[config.mk]
export PLATFORM = sky130hd
export DESIGN_NAME = qspi_cmd_master
export DESIGN_NICKNAME = d
export VERILOG_FILES = /design/src/rtl/qspi_cmd_master.sv
export SDC_FILE = /design/constraint.sdc
export NUM_CORES = 1
export LEC_CHECK = 0
export CORE_ASPECT_RATIO = 1.75
export CORE_MARGIN = 3
export CORE_UTILIZATION = 55
export DETAILED_ROUTE_END_ITERATION = 8
export PLACE_DENSITY = 0.85
export REMOVE_ABC_BUFFERS = 1
export SLEW_MARGIN = 20
export SYNTH_ARGS = -nofsm -noshare
export SYNTH_HDL_FRONTEND = slang
export SYNTH_SLANG_ARGS = --single-unit
[constraint.sdc]
create_clock -name clk -period 6.01 [get_ports clk]
set_input_delay 1.202 -clock clk [delete_from_list [all_inputs] [get_ports clk]]
set_output_delay 1.202 -clock clk [all_outputs]
set_load 0.05 [all_outputs]
[src/rtl/qspi_cmd_master.sv]
// qspi_cmd_master: single-lane SPI mode-0 command master for a QSPI flash.
// Sends an 8-bit opcode, an optional 24-bit address and optional dummy
// clocks on IO0, then shifts rd_len bytes in from IO1 (MSB first).
// Optional feature macro: QSPI_CMD_MASTER_DUMMY_EN enables the DUMMY phase
// (dummy_cycles SCLKs); without it dummy_cycles is ignored.
module qspi_cmd_master #(
    parameter int CLK_DIV = 2,
    parameter int CNT_W   = 8
) (
    input  logic             clk,
    input  logic             rst,
    input  logic             start,
    input  logic [7:0]       opcode,
    input  logic [23:0]      addr,
    input  logic             addr_en,
    input  logic [CNT_W-1:0] rd_len,
    input  logic [3:0]       dummy_cycles,
    output logic             busy,
    output logic             done,
    output logic [7:0]       rd_data,
    output logic             rd_valid,
    output logic             qspi_sclk,
    output logic             qspi_cs_n,
    output logic             qspi_io0_o,
    output logic             qspi_io0_oe,
    input  logic             qspi_io1_i,
    output logic             qspi_io2_o,
    output logic             qspi_io3_o,
    output logic             qspi_io23_oe
);

    localparam int                DIV_W    = (CLK_DIV > 1) ? $clog2(CLK_DIV) : 1;
    localparam logic [DIV_W-1:0]  DIV_LAST = DIV_W'(CLK_DIV - 1);

    typedef enum logic [2:0] {
        ST_IDLE,
        ST_CS_SETUP,
        ST_CMD,
        ST_ADDR,
`ifdef QSPI_CMD_MASTER_DUMMY_EN
        ST_DUMMY,
`endif
        ST_READ,
        ST_CS_HOLD,
        ST_CS_GAP
    } state_t;

    state_t            r_state;
    state_t            w_state_nxt;
    state_t            w_after_addr;
    logic [DIV_W-1:0]  r_div_cnt;
    logic              r_sclk;
    logic [4:0]        r_bit_cnt;
    logic [31:0]       r_tx;
    logic [6:0]        r_rx;
    logic [CNT_W-1:0]  r_byte_cnt;
    logic              r_addr_en;
    logic              r_io0_oe;
    logic              r_io23_oe;
    logic              r_done;
    logic              r_rd_valid;
    logic [7:0]        r_rd_data;
    logic              w_phase_end;
    logic              w_shifting;
    logic              w_rise;
    logic              w_fall;
    logic              w_last_bit;
    logic              w_start_ok;
`ifdef QSPI_CMD_MASTER_DUMMY_EN
    logic [3:0]        r_dummy;
`else
    logic              w_unused_dummy;
    assign w_unused_dummy = ^dummy_cycles;
`endif

    assign w_phase_end = (r_div_cnt == DIV_LAST);
    assign w_start_ok  = (r_state == ST_IDLE) && start;
    assign w_rise      = w_shifting && w_phase_end && !r_sclk;
    assign w_fall      = w_shifting && w_phase_end && r_sclk;

    // Which states toggle SCLK, and whether the current period ends the phase
    always_comb begin
        // NOTE: every always_comb output gets a default first so no path infers a latch.
        w_shifting = (r_state == ST_CMD) || (r_state == ST_ADDR) || (r_state == ST_READ);
        w_last_bit = 1'b0;
        case (r_state)
            ST_CMD:   w_last_bit = (r_bit_cnt == 5'd7);
            ST_ADDR:  w_last_bit = (r_bit_cnt == 5'd23);
            ST_READ:  w_last_bit = (r_bit_cnt == 5'd7);
`ifdef QSPI_CMD_MASTER_DUMMY_EN
            ST_DUMMY: begin
                w_shifting = 1'b1;
                w_last_bit = (r_bit_cnt == {1'b0, r_dummy - 4'd1});
            end
`endif
            default:  w_last_bit = 1'b0;
        endcase
    end

    // Phase that follows the address (or the opcode when no address is sent)
    always_comb begin
        w_after_addr = (r_byte_cnt != '0) ? ST_READ : ST_CS_HOLD;
`ifdef QSPI_CMD_MASTER_DUMMY_EN
        if (r_dummy != 4'd0) w_after_addr = ST_DUMMY;
`endif
    end

    // Next-state logic; shift phases advance only on the falling SCLK edge
    always_comb begin
        w_state_nxt = r_state;
        case (r_state)
            ST_IDLE:     if (start) w_state_nxt = ST_CS_SETUP;
            ST_CS_SETUP: if (w_phase_end) w_state_nxt = ST_CMD;
            ST_CMD:      if (w_fall && w_last_bit) w_state_nxt = r_addr_en ? ST_ADDR : w_after_addr;
            ST_ADDR:     if (w_fall && w_last_bit) w_state_nxt = w_after_addr;
`ifdef QSPI_CMD_MASTER_DUMMY_EN
            ST_DUMMY:    if (w_fall && w_last_bit) w_state_nxt = (r_byte_cnt != '0) ? ST_READ : ST_CS_HOLD;
`endif
            ST_READ:     if (w_fall && w_last_bit && (r_byte_cnt == '0)) w_state_nxt = ST_CS_HOLD;
            ST_CS_HOLD:  if (w_phase_end) w_state_nxt = ST_CS_GAP;
            ST_CS_GAP:   if (w_phase_end) w_state_nxt = ST_IDLE;
            default:     w_state_nxt = ST_IDLE;
        endcase
    end

    // State register
    always_ff @(posedge clk or posedge rst) begin
        // NOTE: sequential state uses non-blocking assignments so every flop samples pre-edge values.
        if (rst) r_state <= ST_IDLE;
        else     r_state <= w_state_nxt;
    end

    // Datapath: half-period timer, SCLK, shift registers, byte counter, pulses
    always_ff @(posedge clk or posedge rst) begin
        if (rst) begin
            r_div_cnt  <= '0;
            r_sclk     <= 1'b0;
            r_bit_cnt  <= '0;
            r_tx       <= '0;
            r_rx       <= '0;
            r_byte_cnt <= '0;
            r_addr_en  <= 1'b0;
            r_io0_oe   <= 1'b0;
            r_io23_oe  <= 1'b0;
            r_done     <= 1'b0;
            r_rd_valid <= 1'b0;
            r_rd_data  <= 8'h00;
`ifdef QSPI_CMD_MASTER_DUMMY_EN
            r_dummy    <= '0;
`endif
        end else begin
            r_io23_oe  <= 1'b1;
            r_done     <= (r_state == ST_CS_GAP) && w_phase_end;
            r_rd_valid <= 1'b0;

            if (r_state == ST_IDLE) r_div_cnt <= '0;
            else                    r_div_cnt <= w_phase_end ? '0 : r_div_cnt + 1'b1;

            if (w_rise)      r_sclk <= 1'b1;
            else if (w_fall) r_sclk <= 1'b0;

            // Inputs are frozen here; later input changes cannot disturb the transfer
            if (w_start_ok) begin
                r_tx       <= {opcode, addr};
                r_addr_en  <= addr_en;
                r_byte_cnt <= rd_len;
                r_bit_cnt  <= '0;
`ifdef QSPI_CMD_MASTER_DUMMY_EN
                r_dummy    <= dummy_cycles;
`endif
            end

            // IO0 only moves on the falling edge so it is stable across each rise
            if (w_fall) begin
                r_tx      <= {r_tx[30:0], 1'b0};
                r_bit_cnt <= w_last_bit ? '0 : r_bit_cnt + 1'b1;
            end

            if (w_rise && (r_state == ST_READ)) begin
                r_rx <= {r_rx[5:0], qspi_io1_i};
                if (r_bit_cnt == 5'd7) begin
                    r_rd_data  <= {r_rx, qspi_io1_i};
                    r_rd_valid <= 1'b1;
                    r_byte_cnt <= r_byte_cnt - 1'b1;
                end
            end

            // Drive IO0 from CS_SETUP through the last command/address bit
            if (w_start_ok)
                r_io0_oe <= 1'b1;
            else if (!(w_state_nxt inside {ST_CS_SETUP, ST_CMD, ST_ADDR, ST_CS_HOLD}))
                r_io0_oe <= 1'b0;
        end
    end

    assign busy         = (r_state != ST_IDLE);
    assign done         = r_done;
    assign rd_data      = r_rd_data;
    assign rd_valid     = r_rd_valid;
    assign qspi_sclk    = r_sclk;
    assign qspi_cs_n    = (r_state == ST_IDLE) || (r_state == ST_CS_GAP);
    assign qspi_io0_o   = r_tx[31] & r_io0_oe;
    assign qspi_io0_oe  = r_io0_oe;
    assign qspi_io2_o   = 1'b1;
    assign qspi_io3_o   = 1'b1;
    assign qspi_io23_oe = r_io23_oe;

endmodule

* After elaboration in Yosys (flattened, before gate mapping)
Cells that the tools add are included.
Widths: inputs -> output; s select.
** Word-level totals
- Input bits :: 49
- Output and inout port bits :: 18
- Logic and storage cells :: 78
- Register bits :: 70
** Operators by class
- Mux-type cells :: 27
- Bitwise operators :: 1
- $add $sub $neg :: 3
- Reduce and logical (&&, ||, !) cells :: 21
- Equal/unequal tests :: 13
** Operators with widths (number)
- $mux 32 :: 2
- $mux 3 :: 8
- $mux 8 :: 3
- $pmux 3 s7 :: 1
- $mux 5 :: 3
- $eq 3x2->1 const B :: 4
- $eq 3x3->1 const B :: 4
- $mux 1 :: 9
- $logic_and 1x1->1 :: 8
- $logic_not 8->1 :: 1
- $reduce_bool 8->1 :: 1
- $sub 8x1->8 const B :: 1
- $eq 3x1->1 const B :: 2
- $add 5x1->5 const B :: 1
- $eq 5x3->1 const B :: 1
- $eq 5x5->1 const B :: 1
- $reduce_bool 2->1 :: 2
- $reduce_bool 4->1 :: 1
- $logic_not 3->1 :: 1
- $logic_or 1x1->1 :: 3
- $reduce_bool 3->1 :: 1
- $ne 2x2->1 const B :: 1
- $pmux 1 s2 :: 1
- $reduce_and 2->1 :: 1
- other kinds (4) :: 4

* Depth between registers and ports, before layout
Gate-level depths: netlist (run 1).
- Depth in word-level cells :: 13
- Gate-level depth with buffers :: 8
- Mapped depth without buffers :: 7

* Least setup slack after synthesis (run 1)
Ideal clock, no wire load.
- Kind :: flip-flop to output port
- Start point :: reg r_state[1]
- End point :: out qspi_cs_n
- Stages on the path, launching flop included :: 4
- Arrival time :: 1.324 ns
- Setup slack :: 3.484 ns
- Cell sequence :: dfrtp_1 -> buf_6 -> xor2_2 -> nor2_1
** On the way
- Word-level cells in the longest chain between the ends :: 2
- Elaborated cells on any way between the ends :: 3
** RTL lines
- start, declared :: line 48 : state_t r_state;
- start signal, assigned :: line 130 : else r_state <= w_state_nxt;
- $eq 3x3->1 or $logic_not 3->1 (tied branches) :: line 201 : assign qspi_cs_n = (r_state == ST_IDLE) || (r_state == ST_CS_GAP);
- $logic_or 1x1->1 (*) :: line 201
- end, declared :: line 23 : output logic qspi_cs_n,
Every way passes the cells marked *; elsewhere a longest branch is shown, timed or not.

* Worst setup path in the final report (run 1)
Same ends and word-level chain as after synthesis.

==> out/qor.yml, run 1 <==
outcome:
  outcome: "completed"
critical_path:
  start_kind: "flop"
  arrival_ns: 2.06
  crit_type: "flop to output pin"
  reg2reg_from: "r_state[2]"
  end_kind: "output pin"
  r2r_end: "r_byte_cnt[7]"
  ff2ff_setup_slack_ns: 3.21
  rr_worst_depth: 5
  worst-endpoint-required_ns: 4.81
  cp_max_fo: 11
power_and_ir_drop:
  ir_drop_uv: 199.6
  power_density_nw_per_um2: 226.2
  total_power_mw: 0.9210
  cellLeakagePower_nw: 1.953
synthesis:
  synth-seq-cells: 70
  synth_cell_types: 53
  synth_top_area_share_pct: 53.80
  synth_area_leaders: "dfrtp_1, nand2_1, a22oi_1"
  synthCells: 310
  syn_avg_cell_area_um2: 10.50
  ys_seq_area_share_pct: 53.80
  synthesis.area_um2: 3256
  yosysTopAreaCell: "dfrtp_1"
  synth_top_flop_cell: "dfrtp_1"
  synth-edff-count: 0
  async_flop_share_pct: 100.0
  yosys_warnings: 0
timing:
  maxSlewHeadroom_pct: 36.99
  hold_viol: 0
  max_freq_ghz: 0.3064
  clock_skew_ns: 0.007429
  setup_violations: 0
  tightest_slew_ns: 0.9452
  period_share_pct: 54.31
  slew_viol_final: 0
  fin_crit_ns: 3.264
  tns_ns: 0
  rsz0062_at_grt: "false"
detailed_routing:
  dr.pass1.iters: 5
  routed_wl_um: 6531
  vias: 2441
  routedWlPerCell_um: 14.58
  detail_route.iter0.violations: 172
  drc: 0
  drtAntennaViolNets: 0
  viasPerCell: 5.449
global_routing:
  antenna_found_initial: 0
  grt_pass1_vias: 2420
  grt_overflow: 0
  grt_pass1_wl_um: 11420
  grt_max_degree: 71
  track_usage_pct: 21.23
worst_hold_path:
  hold_path.class: "flop to flop"
  hold_start: "r_tx[6]"
  hold-path-endpoint: "r_tx[6]"
  whs_path_depth: 2
finish:
  area_growth_pct: 25.06
  nNetsFinal: 419
  layout_commonest_cell: "nand2_1"
  final_cells: 448
  layout_common_cells: "nand2_1, dfrtp_1, clkdlybuf4s50_1"
  num_antenna_cells: 0
  layout-drive-gt1-share_pct: 15.32
placement:
  place_inst: 432
  dp_hpwl_um: 4475
  gp_congestion: 0.8977
  portBuffers: 60
floorplanning:
  rows: 36
  die_area_um2: 6915
  coreArea_um2: 5630
  ios: 67
  die_x_um: 64.16
  initial_utilization_pct: 57.82
  die_y_um: 107.8
run:
  drv_cap: 0
clock_tree:
  cts_buffers: 9
  clk-insertion-delay-late_ns: 0.34
  cts_tree: "yes"
  cts_sinks: 70
  cts.clk_slew.worst_paths_ns: 0.07
  postCtsHoldBufs: 0
  ctsResizeCount: 0
  cts-root-buf: "clkbuf_8"
  postCtsSetupBuffers: 0
  cts.path.max_buffers: 2
  htreeDepth: 3
[per-stage QoR]
| stage | worst slack, ns | hold WS, ns | util [%] | cell area (um^2) |
|---|---|---|---|---|
| after floorplan | 3.040 | 0.4383 | - | 3127 |
| after global placement | 2.900 | 0.4550 | 68.42 | 3852 |
| after detailed placement | 2.872 | 0.4633 | 68.42 | 3852 |
| after CTS | 2.719 | 0.4810 | 72.31 | 4071 |
| after global routing | 2.610 | 0.5066 | 72.31 | 4071 |
| final | 2.746 | 0.4780 | 72.31 | 4071 |
[flip-flops by register name, indices dropped and copies added (netlist names), 3 cells and up]
signal,count
r_state,3
r_bit_cnt,5
r_rx,7
r_byte_cnt,8
rd_data,8
r_tx,32
[cell families after synthesis]
family          after synthesis  synth area share (%)
simple gates                119                 17.03
other cells                   1                0.1152
mux                          17                 5.995
xor+xnor                      2                0.7688
fa+ha+maj                     3                 1.153
buf+inv                      27                 4.996
flops                        70                 53.80
compound gates               71                 16.14
[layout make-up]
| type | count | area (um^2) |
|---|---|---|
| well taps | 76 | 95.09 |
| repair buffers | 64 | 630.6 |
| flip-flops and latches | 70 | 1752 |
| fillers | 415 | 1559 |
| clock inverters | 3 | 40.04 |
| inverters | 7 | 26.28 |
| multi-input cells | 215 | 1349 |
| clock buffers | 13 | 178.9 |
[worst max-delay path by stage]
stage               startpoint         to  slack, ns  cells past startpoint
floorplan                  rst       done       3.04                      1
global placement         start   r_tx[17]       2.90                      7
detailed placement       start   r_tx[15]       2.87                      7
CTS                 r_state[1]  qspi_cs_n       2.72                      3
global route        r_state[1]       busy       2.61                      3
finish              r_state[1]  qspi_cs_n       2.75                      3
[per-layer routing]
layer / vias to the layer above / track usage [%] / wire (um)
li1: 1196 / - / -
met1: 1173 / 26.54 / 2637
met2: 65 / 35.09 / 3489
met3: 7 / 4.284 / 276
met4: 0 / 9.834 / 127
met5: - / 0 / 0
[critical path: stages (launching register included)]
cell and delay, ns:
dfrtp_1 0.53, xor2_2 0.24, nor2_1 0.12, clkdlybuf4s50_1 0.83
[cells in the mapped netlist, drive strengths merged (2+ instances only)]
cell type	number
or3	2
nand3	5
a22oi	32
and2	3
inv	7
nand4	3
o221a	6
buf	19
nor2b	2
dfrtp	70
nand2	78
and3	2
ha	3
and3b	2
nor4	2
a31oi	2
o21ai	10
nor3	5
nor2	10
a22o	2
a21oi	9
a21o	3
mux2	17
[power by group]
| part | internal, mW | switching, mW | leakage [nW] |
|---|---|---|---|
| logic | 0.0268 | 0.0180 | 0.893 |
| clock network | 0.236 | 0.167 | 0.115 |
| registers | 0.472 | 0.000780 | 0.945 |
| total | 0.735 | 0.186 | 1.95 |
Power figures use the tool's default switching activity.
==> run 2: changes to the inputs <==
CORE_UTILIZATION = 46   (was 55)
PLACE_DENSITY = 0.76   (was 0.85)
clock period = 3 ns   (was 6.01 ns; I/O delays follow)
==> run 2 against run 1 <==
Critical path depth unchanged. Non-clock buffer count up 2. Clock-buffer cell count down 2. Clock skew down 0.0023 ns. Total power up 120%. Final cell count up 2.2%.
==> out/qor.yml, run 2 (synthesized netlist as in run 1, its figures left out) <==
outcome:
  outcome: "completed"
global_routing:
  grtUsageMet3_pct: 4.017  # -0.27 points
  grtUsageMet1_pct: 21.68  # -4.9 points
  track_usage_pct: 18.28  # -3.0 points
  grt_overflow: 0  # unchanged
  grt_max_degree: 45  # -37%
  antenna_found_initial: 0  # unchanged
  grt_pass1_vias: 2575  # +6.4%
  grt_pass1_wl_um: 11940  # +4.6%
  grtUsageMet2_pct: 32.40  # -2.7 points
  grt.busiest_layer: "met2"
clock_tree:
  cts-root-buf: "clkbuf_16"
  cts_tree: "yes"
  postCtsHoldBufs: 0  # unchanged
  clk-insertion-delay-late_ns: 0.32  # -0.02 ns
  cts.path.max_buffers: 2  # unchanged
  ctsResizeCount: 0  # unchanged
  htreeDepth: 3  # unchanged
  cts_buffers: 9  # unchanged
  cts_sinks: 70  # unchanged
  cts.clk_slew.worst_paths_ns: 0.05  # -0.02 ns
  postCtsSetupBuffers: 0  # unchanged
critical_path:
  start_kind: "flop"
  ff2ff_setup_slack_ns: 0.77  # -2.44 ns
  arrival_ns: 2.04  # -0.02 ns
  crit_slowest_cell: "clkdlybuf4s50_1"
  cp_max_fo: 13  # +2
  path_delay_family: "buffers and inverters"
  cpPeakStageDelay_ns: 0.70  # -0.13 ns
  critical_path_buf_inv_count: 2  # +1
  worst-endpoint-required_ns: 2.40  # -2.41 ns
  crit_type: "flop to output pin"
  end_kind: "output pin"
  path_cells: "nor3_1 > inv_1 > clkdlybuf4s50_1"
worst_hold_path:
  hold_path.class: "flop to flop"
timing:
  setup_violations: 0  # unchanged
  rsz0062_at_grt: "false"
  clock_skew_ns: 0.005091  # -0.002338 ns
  period_share_pct: 88.08
  max_freq_ghz: 0.3785
  slew_viol_final: 0  # unchanged
  maxSlewHeadroom_pct: 59.63  # +23 points
  hold_viol: 0  # unchanged
  tightest_slew_ns: 0.6048  # -0.3404 ns
  tns_ns: 0  # unchanged
  fin_crit_ns: 2.642
detailed_routing:
  drc: 0  # unchanged
  viasPerCell: 5.434  # -0.26%
  detail_route.iter0.violations: 225  # +31%
  routed_wl_um: 6728  # +3.0%
  routedWlPerCell_um: 14.69  # +0.77%
  dr.pass1.iters: 4  # -1
  vias: 2489  # +2.0%
  drtAntennaViolNets: 0  # unchanged
power_and_ir_drop:
  power_density_nw_per_um2: 480.8  # +110%
  ir_drop_uv: 289.8  # +45%
  total_power_mw: 2.004  # +120%
  cellLeakagePower_nw: 1.989  # +1.8%
run:
  drv_cap: 0  # unchanged
placement:
  gp_congestion: 0.8380  # -6.7%
  dp_hpwl_um: 4655  # +4.0%
  portBuffers: 60  # unchanged
  place_inst: 442  # +2.3%
finish:
  num_antenna_cells: 0  # unchanged
  layout_common_cells: "nand2_1, dfrtp_1, clkdlybuf4s50_1"
  nNetsFinal: 421  # +0.48%
  top_register: "r_tx"
  area_growth_pct: 28.02
  layout-drive-gt1-share_pct: 15.51  # +0.19 points
  final_cells: 458  # +2.2%
  layout_commonest_cell: "nand2_1"
  fillers: 591  # +42%
  largest_register_ffs: 32  # unchanged
floorplanning:
  ios: 67  # unchanged
  rows: 40  # +11%
  coreArea_um2: 6857  # +22%
  initial_utilization_pct: 47.48  # -10 points
  die_area_um2: 8163  # +18%
  die_x_um: 69.60  # +8.5%
  die_y_um: 117.3  # +8.8%
run 2: cell count changes in the layout (fill, tap and decap cells not counted), sizes merged:
cell,before,now
bufinv,1,0
clkbuf,13,11
clkinvlp,0,1
buf,4,6
clkinv,2,4
run 2: worst paths after layout:
| check | from | to | depth (start not counted) |
|---|---|---|---|
| worst min-delay path | r_tx[23] | r_tx[23] | 2 |
| worst max register to register | r_state[0] | r_byte_cnt[5] | 6 |
| worst max-delay path | r_state[0] | busy | 3 |
| min in group asynchronous | rst | qspi_io23_oe | 2 |
| max in group asynchronous | rst | r_tx[30] | 3 |
| worst min register to register | r_tx[23] | r_tx[23] | 2 |
run 2: final cells by class:
type | count | area (um^2) | area share (%)
Multi-Input combinational cell | 215 | 1349 | 32.36
Sequential cell | 70 | 1752 | 42.03
Clock inverter | 5 | 35.03 | 0.8406
Tap cell | 84 | 105.1 | 2.522
Clock buffer | 11 | 242.7 | 5.824
Timing Repair Buffer | 66 | 658.1 | 15.79
Inverter | 7 | 26.28 | 0.6304
run 2: per-stage QoR:
stage                     area, um^2  worst slack [ns]  utilization, %  hold slack [ns]
after floorplan                 3127            0.4453               -           0.4383
after global placement          3890            0.6422           56.73           0.4540
after detailed placement        3890            0.6511           56.73           0.4652
after CTS                       4168            0.3414           60.78           0.4780
after global routing            4168            0.1888           60.78           0.5058
final                           4168            0.3577           60.78           0.4718
run 2: worst min-delay path, stage by stage, from the launching register on:
cell and delay (ns):
dfrtp_1 0.33, nand2_1 0.05, nand2_1 0.06
run 2: report_power, final:
part	leakage [nW]	switching, mW	internal (mW)
clock	0.135	0.381	0.581
combinational	0.908	0.0369	0.0556
sequential	0.945	0.00175	0.948
run 2: routing by layer:
layer	routed length (um)	share of wire, %
met5	0	0
met4	87	1.3
met3	278	4.1
met2	3625	54
met1	2736	41
==> run 3: changes to the inputs <==
CTS_CLUSTER_SIZE = 16   (was default)
==> results of run 3 <==
Final layout, timing and power as in run 2 (identical DEF).
